--- src/rtl/trace_capture_fifo.sv ---
// -----------------------------------------------------------------------------
// trace_capture_fifo
//
// Captures per-cycle execution trace records (PC, ALU result) from a 16-bit
// single-cycle MIPS core into a first-word-fall-through FIFO. A slower
// consumer drains the records over a valid/ready port. The block also flags
// program halt (PC unchanged for STALL_LIMIT consecutive repeats) and counts
// samples dropped because the buffer was full.
//
// Ports:
//   clk        in   rising-edge system clock
//   reset      in   synchronous active-high reset, clears all state
//   cap_en     in   capture enable; one sample per edge while high
//   pc_in      in   core pc_out
//   alu_in     in   core alu_result
//   out_valid  out  head entry available
//   out_ready  in   consumer accepts the head entry
//   out_pc     out  head entry PC (0 when empty)
//   out_alu    out  head entry ALU result (0 when empty)
//   count      out  current occupancy, 0..DEPTH
//   overflow   out  sticky: a sample was dropped because the FIFO was full
//   dropped    out  dropped-sample counter, saturates at 16'hFFFF
//   halted     out  sticky halt flag; stops further captures until reset
// -----------------------------------------------------------------------------
module trace_capture_fifo #(
  parameter int DEPTH       = 16,
  parameter int PC_W        = 16,
  parameter int DATA_W      = 16,
  parameter int STALL_LIMIT = 4
) (
  input  logic                       clk,
  input  logic                       reset,
  input  logic                       cap_en,
  input  logic [PC_W-1:0]            pc_in,
  input  logic [DATA_W-1:0]          alu_in,
  output logic                       out_valid,
  input  logic                       out_ready,
  output logic [PC_W-1:0]            out_pc,
  output logic [DATA_W-1:0]          out_alu,
  output logic [$clog2(DEPTH):0]     count,
  output logic                       overflow,
  output logic [15:0]                dropped,
  output logic                       halted
);

  localparam int AW = $clog2(DEPTH);
  localparam int CW = AW + 1;
  localparam int SW = $clog2(STALL_LIMIT + 1);

  localparam logic [CW-1:0] FULL_CNT  = CW'(DEPTH);
  localparam logic [SW-1:0] STALL_MAX = SW'(STALL_LIMIT);

  // Trace storage
  logic [PC_W-1:0]   r_mem_pc  [DEPTH];
  logic [DATA_W-1:0] r_mem_alu [DEPTH];

  // FIFO control
  logic [AW-1:0] r_head;
  logic [AW-1:0] r_tail;
  logic [CW-1:0] r_count;

  // Status
  logic          r_overflow;
  logic [15:0]   r_dropped;
  logic          r_halted;

  // Halt detection
  logic [SW-1:0]   r_stall_cnt;
  logic [PC_W-1:0] r_pc_prev;
  logic            r_pc_prev_valid;

  logic          w_out_valid;
  logic          w_full;
  logic          w_push_req;
  logic          w_pop;
  logic          w_push;
  logic          w_drop;
  logic [SW-1:0] w_stall_next;

  assign w_out_valid = (r_count != '0);
  assign w_full      = (r_count == FULL_CNT);
  assign w_push_req  = cap_en & ~r_halted;
  assign w_pop       = w_out_valid & out_ready;
  // A pop on the same edge frees the slot, so a full FIFO can still accept.
  assign w_push      = w_push_req & (~w_full | w_pop);
  assign w_drop      = w_push_req & w_full & ~w_pop;

  // NOTE: combinational blocks assign a default first so no path leaves the
  // output unassigned, which would otherwise infer a latch.
  always_comb begin
    w_stall_next = '0;
    if (r_pc_prev_valid && (pc_in == r_pc_prev)) begin
      w_stall_next = (r_stall_cnt == STALL_MAX) ? STALL_MAX
                                                : r_stall_cnt + SW'(1);
    end
  end

  // NOTE: the storage array carries no reset; count and the pointers decide
  // what is visible, so stale contents after reset are never presented.
  always_ff @(posedge clk) begin
    if (w_push && !reset) begin
      r_mem_pc[r_tail]  <= pc_in;
      r_mem_alu[r_tail] <= alu_in;
    end
  end

  // NOTE: sequential state uses non-blocking assignments so every register
  // updates from the pre-edge values, independent of statement order.
  always_ff @(posedge clk) begin
    if (reset) begin
      r_head          <= '0;
      r_tail          <= '0;
      r_count         <= '0;
      r_overflow      <= 1'b0;
      r_dropped       <= '0;
      r_halted        <= 1'b0;
      r_stall_cnt     <= '0;
      r_pc_prev       <= '0;
      r_pc_prev_valid <= 1'b0;
    end else begin
      if (w_push) r_tail <= r_tail + AW'(1);
      if (w_pop)  r_head <= r_head + AW'(1);

      case ({w_push, w_pop})
        2'b10:   r_count <= r_count + CW'(1);
        2'b01:   r_count <= r_count - CW'(1);
        default: r_count <= r_count;
      endcase

      if (w_drop) begin
        r_overflow <= 1'b1;
        if (r_dropped != 16'hFFFF) r_dropped <= r_dropped + 16'd1;
      end

      // Halt tracking advances only on captured edges; the sample on the
      // halting edge is still pushed because r_halted was clear.
      if (cap_en) begin
        r_stall_cnt     <= w_stall_next;
        r_pc_prev       <= pc_in;
        r_pc_prev_valid <= 1'b1;
        if (w_stall_next == STALL_MAX) r_halted <= 1'b1;
      end
    end
  end

  assign out_valid = w_out_valid;
  assign out_pc    = w_out_valid ? r_mem_pc[r_head]  : '0;
  assign out_alu   = w_out_valid ? r_mem_alu[r_head] : '0;
  assign count     = r_count;
  assign overflow  = r_overflow;
  assign dropped   = r_dropped;
  assign halted    = r_halted;

endmodule

--- config.mk ---
export PLATFORM = sky130hd
export DESIGN_NAME = trace_capture_fifo
export DESIGN_NICKNAME = d
export VERILOG_FILES = /design/src/rtl/trace_capture_fifo.sv
export SDC_FILE = /design/constraint.sdc
export NUM_CORES = 1
export LEC_CHECK = 0
export CAP_MARGIN = 10
export CORE_MARGIN = 2
export CORE_UTILIZATION = 34
export CTS_CLUSTER_DIAMETER = 50
export DETAILED_ROUTE_END_ITERATION = 6
export DONT_BUFFER_PORTS = 1
export SLEW_MARGIN = 20
export SYNTH_ARGS = -nofsm -noshare
export SYNTH_HDL_FRONTEND = slang
export SYNTH_SLANG_ARGS = --single-unit
--- constraint.sdc ---
create_clock -name clk -period 4.2 [get_ports clk]
set_clock_uncertainty 0.15 [all_clocks]
set_input_delay 0.63 -clock clk [delete_from_list [all_inputs] [get_ports clk]]
set_output_delay 0.63 -clock clk [all_outputs]
set_load 0.01 [all_outputs]
==> run summary, run 1 <==
Clock share of power -> 37.7%
WHS -> 0.03155 ns
DR vias -> 10580
Synth async-reset ratio -> 0%
VDD IR max -> 0.3089 mV
Final #Nets -> 1210
Setup crit start kind -> flop
CTS tree -> yes
Most used DFF post-synth -> edfxtp_1
Final slew viol count -> 0
NetSw -> 3825 µW
Synth unique cells -> 41
Initial DRC Count -> 851
CP required -> 3.42 ns
Final Core Density -> 40.28%
Setup crit start -> count[0]$_SDFFE_PP0P_
Worst min path class -> input port to flop
Status -> finished, final reports clean
Setup TNS -> 0 ns
Worst-Margin Slew -> 0.8768 ns
Comb pwr share -> 17.7%
Vias per cell -> 5.110
Cell internal pwr -> 10550 µW
Critical path arrival -> 3.04 ns
FP Rows -> 93
Ranking of synthesized cells by area -> edfxtp_1, mux4_2, dfxtp_1
Minimum clock period -> 3.817 ns
Die H -> 258.2 µm
IO buf count -> 0
DP Wirelength -> 28980 µm
RSZ-0062 raised after global routing -> false
Starting Density -> 34.26%
Placed insts -> 1919
Die W -> 258.2 µm
Wire length per cell -> 24.70 µm
Total gr overflow -> 0
First-pass DRT Iterations -> 5
Initial antenna violation count -> 0
CP Class -> flop to output pin
Clock Sinks -> 567
Routed Wire Length -> 51150 µm
Syn-to-layout area delta -> 17.57%
Syn_area_per_cell -> 20.37 µm²
Drt drc -> 0
CP max FO -> 17
Antenna Nets Post-Route -> 0
Post-synth net total -> 1123
Pre-CTS setup slack -> 0.9748 ns
Cell taking the most area after synthesis -> edfxtp_1
Core area -> 64120 µm²
Mapped Area -> 21960 µm²
Final Hold Viols -> 0
P_leak -> 0.007859 µW
Pwr dens -> 556.7 nW/µm²
Htree depth -> 2
Fmax -> 262.0 MHz
Final cell count without fillers -> 2071
Num ports -> 92
Sequential area share after synthesis -> 75.01%
Most common cell in the netlist -> edfxtp_1
CP endpoint kind -> output pin
Count of final setup violators -> 0
Reg clk slew, reported paths -> 0.06 ns
Synth top cells by count -> edfxtp_1, mux4_2, mux2i_1
Clock Path Buffers -> 3
#FFs+latches synth -> 567
Placer Congestion -> 0.7420
Flop pwr share -> 44.5%
Number of flops mapped to enable cells by yosys -> 512
Normalized max-slew margin -> 41.35%
Switching share of power -> 26.61%
Share of cells above drive strength 1 -> 24.61%
Clk root buf -> clkbuf_16
Synth warn -> 0
FF-to-FF Start -> count[1]$_SDFFE_PP0P_
Total Die Area -> 66650 µm²
CTS buffer count -> 60
Largest net degree at the start of global routing -> 47
Final period util -> 90.88%
Worst Setup Slack, final -> 0.3832 ns
Top cell type's share of synthesized area -> 70.00%
Clk_lat worst skew -> 0.62 ns
First-pass GRT wire length -> 75800 µm
Cts repair resizes -> 0
Max cap viols -> 0
Vias in the first global route -> 11190
GRT Total Usage -> 15.51%
HP Start -> pc_in[0]
Mapped Cells -> 1078
per-stage QoR:
stage,area (µm²),total power (µW)
after floorplan,21980,8319
after detailed placement,23360,9037
after global routing,25820,14920
final,25820,14380
after global placement,23360,9018
after CTS,25820,14580
flip-flops by register name, summed over array words and instances, names as in the netlist, named ones only:
name,count
r_mem_alu,256
r_mem_pc,256
dropped,16
r_pc_prev,16
count,5
r_head,4
r_tail,4
r_stall_cnt,3
halted,1
overflow,1
r_pc_prev_valid,1
worst paths after layout:
kind                                                endpoint  slack, ns  depth (start not counted)
worst max-delay path                              out_pc[15]       0.38                          5
worst min-delay path               r_pc_prev[0]$_SDFFE_PP0P_       0.03                          2
worst max register to register     r_mem_alu[3][8]$_DFFE_PP_       0.99                          6
worst min register to register  r_pc_prev_valid$_SDFFE_PP0P_       0.33                          2
critical path: stages, from the launching register on:
cell and delay (ns):
dfxtp_1 0.42, nor4_4 0.59, nand2_1 0.35, nand2b_2 0.60
buf_12 0.25, o22ai_1 0.20
kinds of logic (layout without fill, tap and decap cells):
group | after synthesis | count (layout) | share of synthesized area (%)
muxes | 212 | 212 | 16.96
xor gates and xnor gates | 38 | 38 | 1.515
AOI/OAI and AO/OA | 57 | 57 | 1.686
other | 0 | 1 | 0
buffers and inverters | 62 | 199 | 1.179
and+or+nand+nor | 133 | 133 | 3.133
adders and majority gates | 9 | 9 | 0.5127
DFF | 567 | 567 | 75.01
placed cells by master, fill, tap and decap left out, types with 4 or more instances in the layout:
cell             n
a21oi_1          7
nor3_4           4
nor3b_1          4
nand2_1         15
mux2i_1         83
dlygate4sd3_1   38
a31o_2           4
ha_1             9
buf_4           32
o22ai_1         32
edfxtp_1       512
clkinv_1         7
mux4_2         128
nor3_1           9
nor2_1          51
clkbuf_1         7
clkinv_2        14
bufinv_16        7
clkbuf_16       60
buf_12           9
dfxtp_1         52
nand2b_1         4
xor2_1          10
nand4_1          8
xnor2_1         28
inv_1            8
nor2_4          12
nor4_1           6
power groups by stage:
stage / combinational (µW) / clock (µW) / sequential (µW)
after floorplan: 1910 / 0 / 6410
after global placement: 2490 / 0 / 6520
after detailed placement: 2510 / 0 / 6530
after CTS: 2640 / 5540 / 6410
after global routing: 2750 / 5750 / 6420
final: 2550 / 5420 / 6400
repair_timing:
| action | in CTS | in global routing |
|---|---|---|
| hold buffers | 39 | 0 |
| setup buffers | 0 | 0 |
| hold endpoints to repair | 562 | 0 |
metal layers:
metal	part of all wire, %	routed length (µm)	GRT usage, %
met5	0	0	0
met4	2.0	1000	4.207
met3	6.7	3443	3.524
met2	48	24590	25.15
met1	43	22110	21.10
final cells by class:
| type | count | area, µm² |
|---|---|---|
| Timing Repair Buffer | 79 | 800.8 |
| Sequential cell | 567 | 16490 |
| Fill cell | 5645 | 38290 |
| Tap cell | 855 | 1070 |
| Antenna cell | 1 | 2.502 |
| Clock buffer | 70 | 1569 |
| Multi-Input combinational cell | 449 | 5369 |
| Clock inverter | 42 | 495.5 |
| Inverter | 8 | 30.03 |
No activity file was read; power rests on OpenSTA's default activity.
==> run 2, diff against run 1 <==
--- a/config.mk
+++ b/config.mk
@@ -7,4 +7,5 @@
 export LEC_CHECK = 0
 export CAP_MARGIN = 10
+export CORE_ASPECT_RATIO = 1.2
 export CORE_MARGIN = 2
 export CORE_UTILIZATION = 34
--- a/constraint.sdc
+++ b/constraint.sdc
@@ -3,3 +3,3 @@
 set_input_delay 0.63 -clock clk [delete_from_list [all_inputs] [get_ports clk]]
 set_output_delay 0.63 -clock clk [all_outputs]
-set_load 0.01 [all_outputs]
+set_load 0.05 [all_outputs]
==> run 2 against run 1 <==
- cell count down 0.19%
- wire length down 3.7%
- count of clock-buffer cells in the layout down 6
- flip-flop and latch count unchanged
- via count down 0.21%
- register-to-register slack worse by 0.29 ns
- die area about the same
- cell area up 0.26%
- worst setup slack worse by 0.062 ns
- combinational power up 40%
- total power up 4.0%
- first-iteration DRC count down 17%
==> run summary, run 2 (synthesis gave the netlist of run 1 again) <==
Num ports -> 92 (unchanged)
Minimum clock period -> 3.879 ns (+0.06177 ns)
Critical path arrival -> 3.10 ns (+0.06 ns)
Placer Congestion -> 0.7360 (-0.81%)
Largest net degree at the start of global routing -> 46 (-2.1%)
Die H -> 282.4 µm (+9.4%)
Total gr overflow -> 0 (unchanged)
Clk_lat worst skew -> 0.60 ns (-0.02 ns)
Cell internal pwr -> 10550 µW (about the same)
Met3 Use GR -> 2.898% (-0.63 points)
HP Start -> pc_in[11]
First-pass GRT wire length -> 73710 µm (-2.8%)
Worst min path class -> input port to flop
Placed cell area -> 23660 µm² (+1.3%)
FP Rows -> 102 (+9.7%)
Post-CTS setup buffer count -> 0 (unchanged)
Cell area after layout -> 25890 µm² (+0.26%)
Pwr dens -> 577.7 nW/µm² (+3.8%)
First-pass DRT Iterations -> 7 (+2)
Clk root buf -> clkbuf_16
Clock Sinks -> 567 (unchanged)
Clock share of power -> 33.5% (-4.2 points)
Clock Path Buffers -> 3 (unchanged)
GRT Total Usage -> 15.00% (-0.51 points)
Die W -> 236.0 µm (-8.6%)
Initial DRC Count -> 710 (-17%)
Comb pwr share -> 23.8% (+6.1 points)
NetSw -> 4404 µW (+15%)
Antenna Nets Post-Route -> 0 (unchanged)
Final period util -> 92.35% (+1.5 points)
Core area -> 64190 µm² (+0.12%)
Share of cells above drive strength 1 -> 25.53% (+0.92 points)
Switching share of power -> 29.45% (+2.8 points)
Setup crit start kind -> flop
Htree depth -> 2 (unchanged)
Final Hold Viols -> 0 (unchanged)
CP required -> 3.42 ns (about the same)
CP max FO -> 17 (unchanged)
# fillers -> 5641 (-0.071%)
Flop2flop setup slack -> 0.70 ns (-0.29 ns)
Setup TNS -> 0 ns (unchanged)
Vias in the first global route -> 11370 (+1.6%)
Starting Density -> 34.21% (-0.042 points)
Count of final setup violators -> 0 (unchanged)
GR Util met1 -> 17.96% (-3.1 points)
P_leak -> 0.007913 µW (+0.69%)
Final #Nets -> 1232 (+1.8%)
Final slew viol count -> 0 (unchanged)
CTS buffer count -> 55 (-8.3%)
FF-to-FF Start -> halted$_SDFFE_PP0P_
CP Class -> flop to output pin
Status -> finished, final reports clean
Commonest non-fill, non-tap cell in the layout -> edfxtp_1
Busiest grt layer -> met2
IO buf count -> 0 (unchanged)
Drt drc -> 0 (unchanged)
Max cap viols -> 0 (unchanged)
DR vias -> 10560 (-0.21%)
Regs by FF count -> r_mem_alu: 256 flops, r_mem_pc: 256 flops
Setup crit start -> count[0]$_SDFFE_PP0P_
DP Wirelength -> 28050 µm (-3.2%)
RSZ-0062 raised after global routing -> false
Initial antenna violation count -> 1 (+1)
CP endpoint kind -> output pin
CTS tree -> yes
Syn-to-layout area delta -> 17.88%
Grt met2 use -> 27.70% (+2.5 points)
Reg clk slew, reported paths -> 0.06 ns (about the same)
Total Die Area -> 66660 µm² (about the same)
Fmax -> 257.8 MHz (-1.6%)
Worst-Margin Slew -> 0.8294 ns (-0.04743 ns)
Flop pwr share -> 42.7% (-1.8 points)
Wire length per cell -> 23.84 µm (-3.5%)
VDD IR max -> 0.4352 mV (+41%)
Final Core Density -> 40.33% (+0.056 points)
Routed Wire Length -> 49280 µm (-3.7%)
Vias per cell -> 5.109 (about the same)
Normalized max-slew margin -> 44.53% (+3.2 points)
Commonest non-fill, non-tap cells in the layout -> edfxtp_1, mux4_2, mux2i_1
[run 2: cell types whose count changed in the layout (fill, tap and decap cells not counted), moves of 2 or more]
cell           change
buf_4             +20
buf_12             +9
clkbuf_16          -5
clkbuf_8           -3
clkinv_1           +3
clkbuf_1           +2
clkinv_2           -2
dlygate4sd3_1      -2
[run 2: layout make-up]
type | instances | area [µm²] | share of cell area (%)
multi-input cells | 449 | 5369 | 20.74
well taps | 832 | 1041 | 4.021
inverters | 8 | 30.03 | 0.1160
clock inverters | 40 | 440.4 | 1.701
diodes | 1 | 2.502 | 0.009665
flip-flops and latches | 567 | 16490 | 63.68
clock buffers | 64 | 1410 | 5.446
repair buffers | 106 | 1111 | 4.291
[run 2: critical path, stage by stage, from the launching register on]
cell and delay (ns):
dfxtp_1 0.30, buf_4 0.20, nor4_4 0.56, nand2_1 0.26, nand2b_2 0.55, buf_4 0.30, o22ai_1 0.10, buf_4 0.22
[run 2: per-stage QoR]
step                setup slack [ns]  total power (µW)  cells  hold slack (ns)
global route                  0.2017             15530   2066          0.01853
CTS                           0.2666             15140   2066         0.001554
global placement              0.8248             10030   1925           0.2975
finish                        0.3214             14960   2067          0.03751
floorplan                     0.4538              9032   1078           0.2847
detailed placement            0.6878             10040   1925           0.3103
[run 2: layer usage]
layer	routed length (µm)	share of wire, %
met1	19340	39
met5	0	0
met3	2622	5.3
met4	856	1.7
met2	26460	54
[run 2: final timing paths]
kind	cells past startpoint	to
hold / removal	2	r_pc_prev[11]$_SDFFE_PP0P_
setup reg to reg	6	r_mem_pc[0][11]$_DFFE_PP_
hold reg to reg	2	r_pc_prev_valid$_SDFFE_PP0P_
setup / recovery	7	out_alu[8]
[run 2: power by group through the flow]
stage	sequential [µW]	clock, µW	combinational (µW)
6_report	6380	5010	3560
5_1_grt	6400	5330	3800
4_1_cts	6390	5110	3640
3_5_place_dp	6510	0	3530
3_3_place_gp	6510	0	3520
2_1_floorplan	6450	0	2580
[run 2: repair_timing]
item                                   4_1_cts  5_1_grt
setup endpoints to repair                    0        0
resized for setup                            0        0
endpoints found under the hold margin      562        0
hold buffers                                37        0
==> run 3, diff against run 2 <==
- GPL_TIMING_DRIVEN: unset -> 0
==> run 3 against run 2 <==
- core utilization rose by 0.28 points
- cell area rose by 0.70%
- register-to-register slack got worse by 0.24 ns
- critical endpoint is now out_alu[14]
- cell count rose by 0.44%
==> run summary, run 3 (synthesis gave the netlist of run 1 again) <==
Share of cells above drive strength 1 -> 25.87% (+0.34 points)
Starting Density -> 34.21% (unchanged)
Total gr overflow -> 0 (unchanged)
CP cell instances -> clkbuf_1 > clkbuf_1 > mux4_2 > mux2i_1 > o22ai_2
WHS Path Cells -> 2 (unchanged)
Hold EP -> r_pc_prev[7]$_SDFFE_PP0P_
Final slew viol count -> 0 (unchanged)
Crit-path most repeated cell -> clkbuf_1
Pwr dens -> 567.7 nW/µm² (-1.7%)
Commonest non-fill, non-tap cell in the layout -> edfxtp_1
Final #Nets -> 1242 (+0.81%)
Count of final setup violators -> 0 (unchanged)
Worst-Margin Slew -> 1.064 ns (+0.2341 ns)
GRT Total Usage -> 15.21% (+0.21 points)
Crit-path max cell delay -> 0.69 ns (+0.13 ns)
VDD IR max -> 0.3017 mV (-31%)
Wire length per cell -> 24.08 µm (+1.0%)
Clock Sinks -> 567 (unchanged)
Total Die Area -> 66660 µm² (unchanged)
WHS -> 0.02879 ns (-0.008717 ns)
Flop2flop setup slack -> 0.46 ns (-0.24 ns)
First-pass DRT Iterations -> 7 (unchanged)
Critical path's slowest cell -> clkbuf_1
Final period util -> 96.76% (+4.4 points)
Initial DRC Count -> 674 (-5.1%)
Largest net degree at the start of global routing -> 19 (-59%)
Cell count of the worst reg-to-reg path -> 8 (+2)
P_leak -> 0.007912 µW (about the same)
Worst min path class -> input port to flop
CP endpoint kind -> output pin
Regs by FF count -> r_mem_alu: 256 flops, r_mem_pc: 256 flops
CP Class -> flop to output pin
HP Start -> pc_in[7]
Placed cell area -> 23840 µm² (+0.79%)
Final cell count without fillers -> 2076 (+0.44%)
Core area -> 64190 µm² (unchanged)
Initial antenna violation count -> 0 (-1)
CTS tree -> yes
Setup crit start kind -> flop
DP Wirelength -> 32500 µm (+16%)
Placer Congestion -> 0.7301 (-0.80%)
FF-to-FF Start -> count[1]$_SDFFE_PP0P_
Final Hold Viols -> 0 (unchanged)
Routed Wire Length -> 49990 µm (+1.4%)
Power Total -> 14800 µW (-1.0%)
Max cap viols -> 0 (unchanged)
DR vias -> 10660 (+0.94%)
Clock Path Buffers -> 3 (unchanged)
Normalized max-slew margin -> 29.10% (-15 points)
CP max FO -> 10 (-7)
FP Rows -> 102 (unchanged)
Placed insts -> 1938 (+0.68%)
Htree depth -> 2 (unchanged)
Drt drc -> 0 (unchanged)
Vias in the first global route -> 11390 (+0.19%)
Die W -> 236.0 µm (unchanged)
Worst Setup Slack, final -> 0.1362 ns (-0.1852 ns)
Die H -> 282.4 µm (unchanged)
Clk_lat worst skew -> 0.61 ns (about the same)
Fmax -> 246.1 MHz (-4.6%)
CTS buffer count -> 56 (+1.8%)
Clk root buf -> clkbuf_16
Reg clk slew, reported paths -> 0.06 ns (about the same)
Vias per cell -> 5.135 (+0.50%)
CP required -> 3.42 ns (about the same)
R2R Path End -> r_mem_pc[13][12]$_DFFE_PP_
Minimum clock period -> 4.064 ns (+0.1852 ns)
Antenna Nets Post-Route -> 0 (unchanged)
Pre-CTS setup slack -> 0.05239 ns (-0.6354 ns)
Status -> finished, final reports clean
Syn-to-layout area delta -> 18.70%
Critical path arrival -> 3.28 ns (+0.18 ns)
Num ports -> 92 (unchanged)
IO buf count -> 0 (unchanged)
Commonest non-fill, non-tap cells in the layout -> edfxtp_1, mux4_2, mux2i_1
Cell area after layout -> 26070 µm² (+0.70%)
First-pass GRT wire length -> 74820 µm (+1.5%)
==> run 3: worst max-delay path by stage <==
| stage | startpoint | end | slack, ns | cells past startpoint |
|---|---|---|---|---|
| floorplan | count[1]$_SDFFE_PP0P_ | r_mem_alu[15][0]$_DFFE_PP_ | 0.45 | 6 |
| global placement | count[1]$_SDFFE_PP0P_ | r_mem_alu[8][2]$_DFFE_PP_ | -1.56 | 6 |
| detailed placement | count[1]$_SDFFE_PP0P_ | out_alu[10] | 0.05 | 6 |
| CTS | flop | out_pc[10] | 0.01 | 5 |
| global route | flop | out_alu[6] | -0.005 | 5 |
| finish | flop | out_alu[14] | 0.14 | 5 |
==> run 3: worst max-delay path, delay by kind of cell, from the launching register on <==
| kind | cells | cell delay (ns) |
|---|---|---|
| flip-flops | 1 | 0.38 |
| multiplexers | 2 | 0.44 |
| buffers and inverters | 2 | 1.25 |
| AO/OA/AOI/OAI | 1 | 0.60 |
==> run 3: stage by stage <==
stage               util [%]  setup TNS (ns)
floorplan                  -               0
detailed placement     37.14               0
global route           40.60       -0.006918
finish                 40.61               0
CTS                    40.59               0
global placement       35.87         -703.17
==> run 3: routing by layer <==
layer	vias up	part of all wire, %	global-route usage [%]
met5	-	0	0
met4	0	1.9	3.903
met3	72	6.0	3.718
met2	278	51	26.49
met1	5646	41	19.06
li1	4664	-	-
==> run 3: area by class of cell <==
| cell class | count | area, µm² |
|---|---|---|
| multi-input cells | 449 | 5572 |
| clock inverters | 30 | 280.3 |
| flip-flops and latches | 567 | 16480 |
| plain buffers | 54 | 245.2 |
| fillers | 5601 | 38120 |
| well taps | 832 | 1041 |
| repair buffers | 61 | 907.1 |
| clock buffers | 72 | 1513 |
| inverters | 8 | 30.03 |
| diodes | 3 | 7.507 |
==> run 3: repair_timing <==
action / 4_1_cts / 5_1_grt
hold buffers: 32 / 0
setup endpoints to repair: 31 / 25
endpoints found under the hold margin: 515 / 0
resized for setup: 19 / 12
setup buffers: 1 / 0
pin swaps: 1 / 0
gates cloned: 0 / 0
==> run 3: power by group <==
group	internal [µW]	total [µW]	switching [µW]
clock	2800	4900	2100
combinational	1260	3550	2300
sequential	6230	6350	117
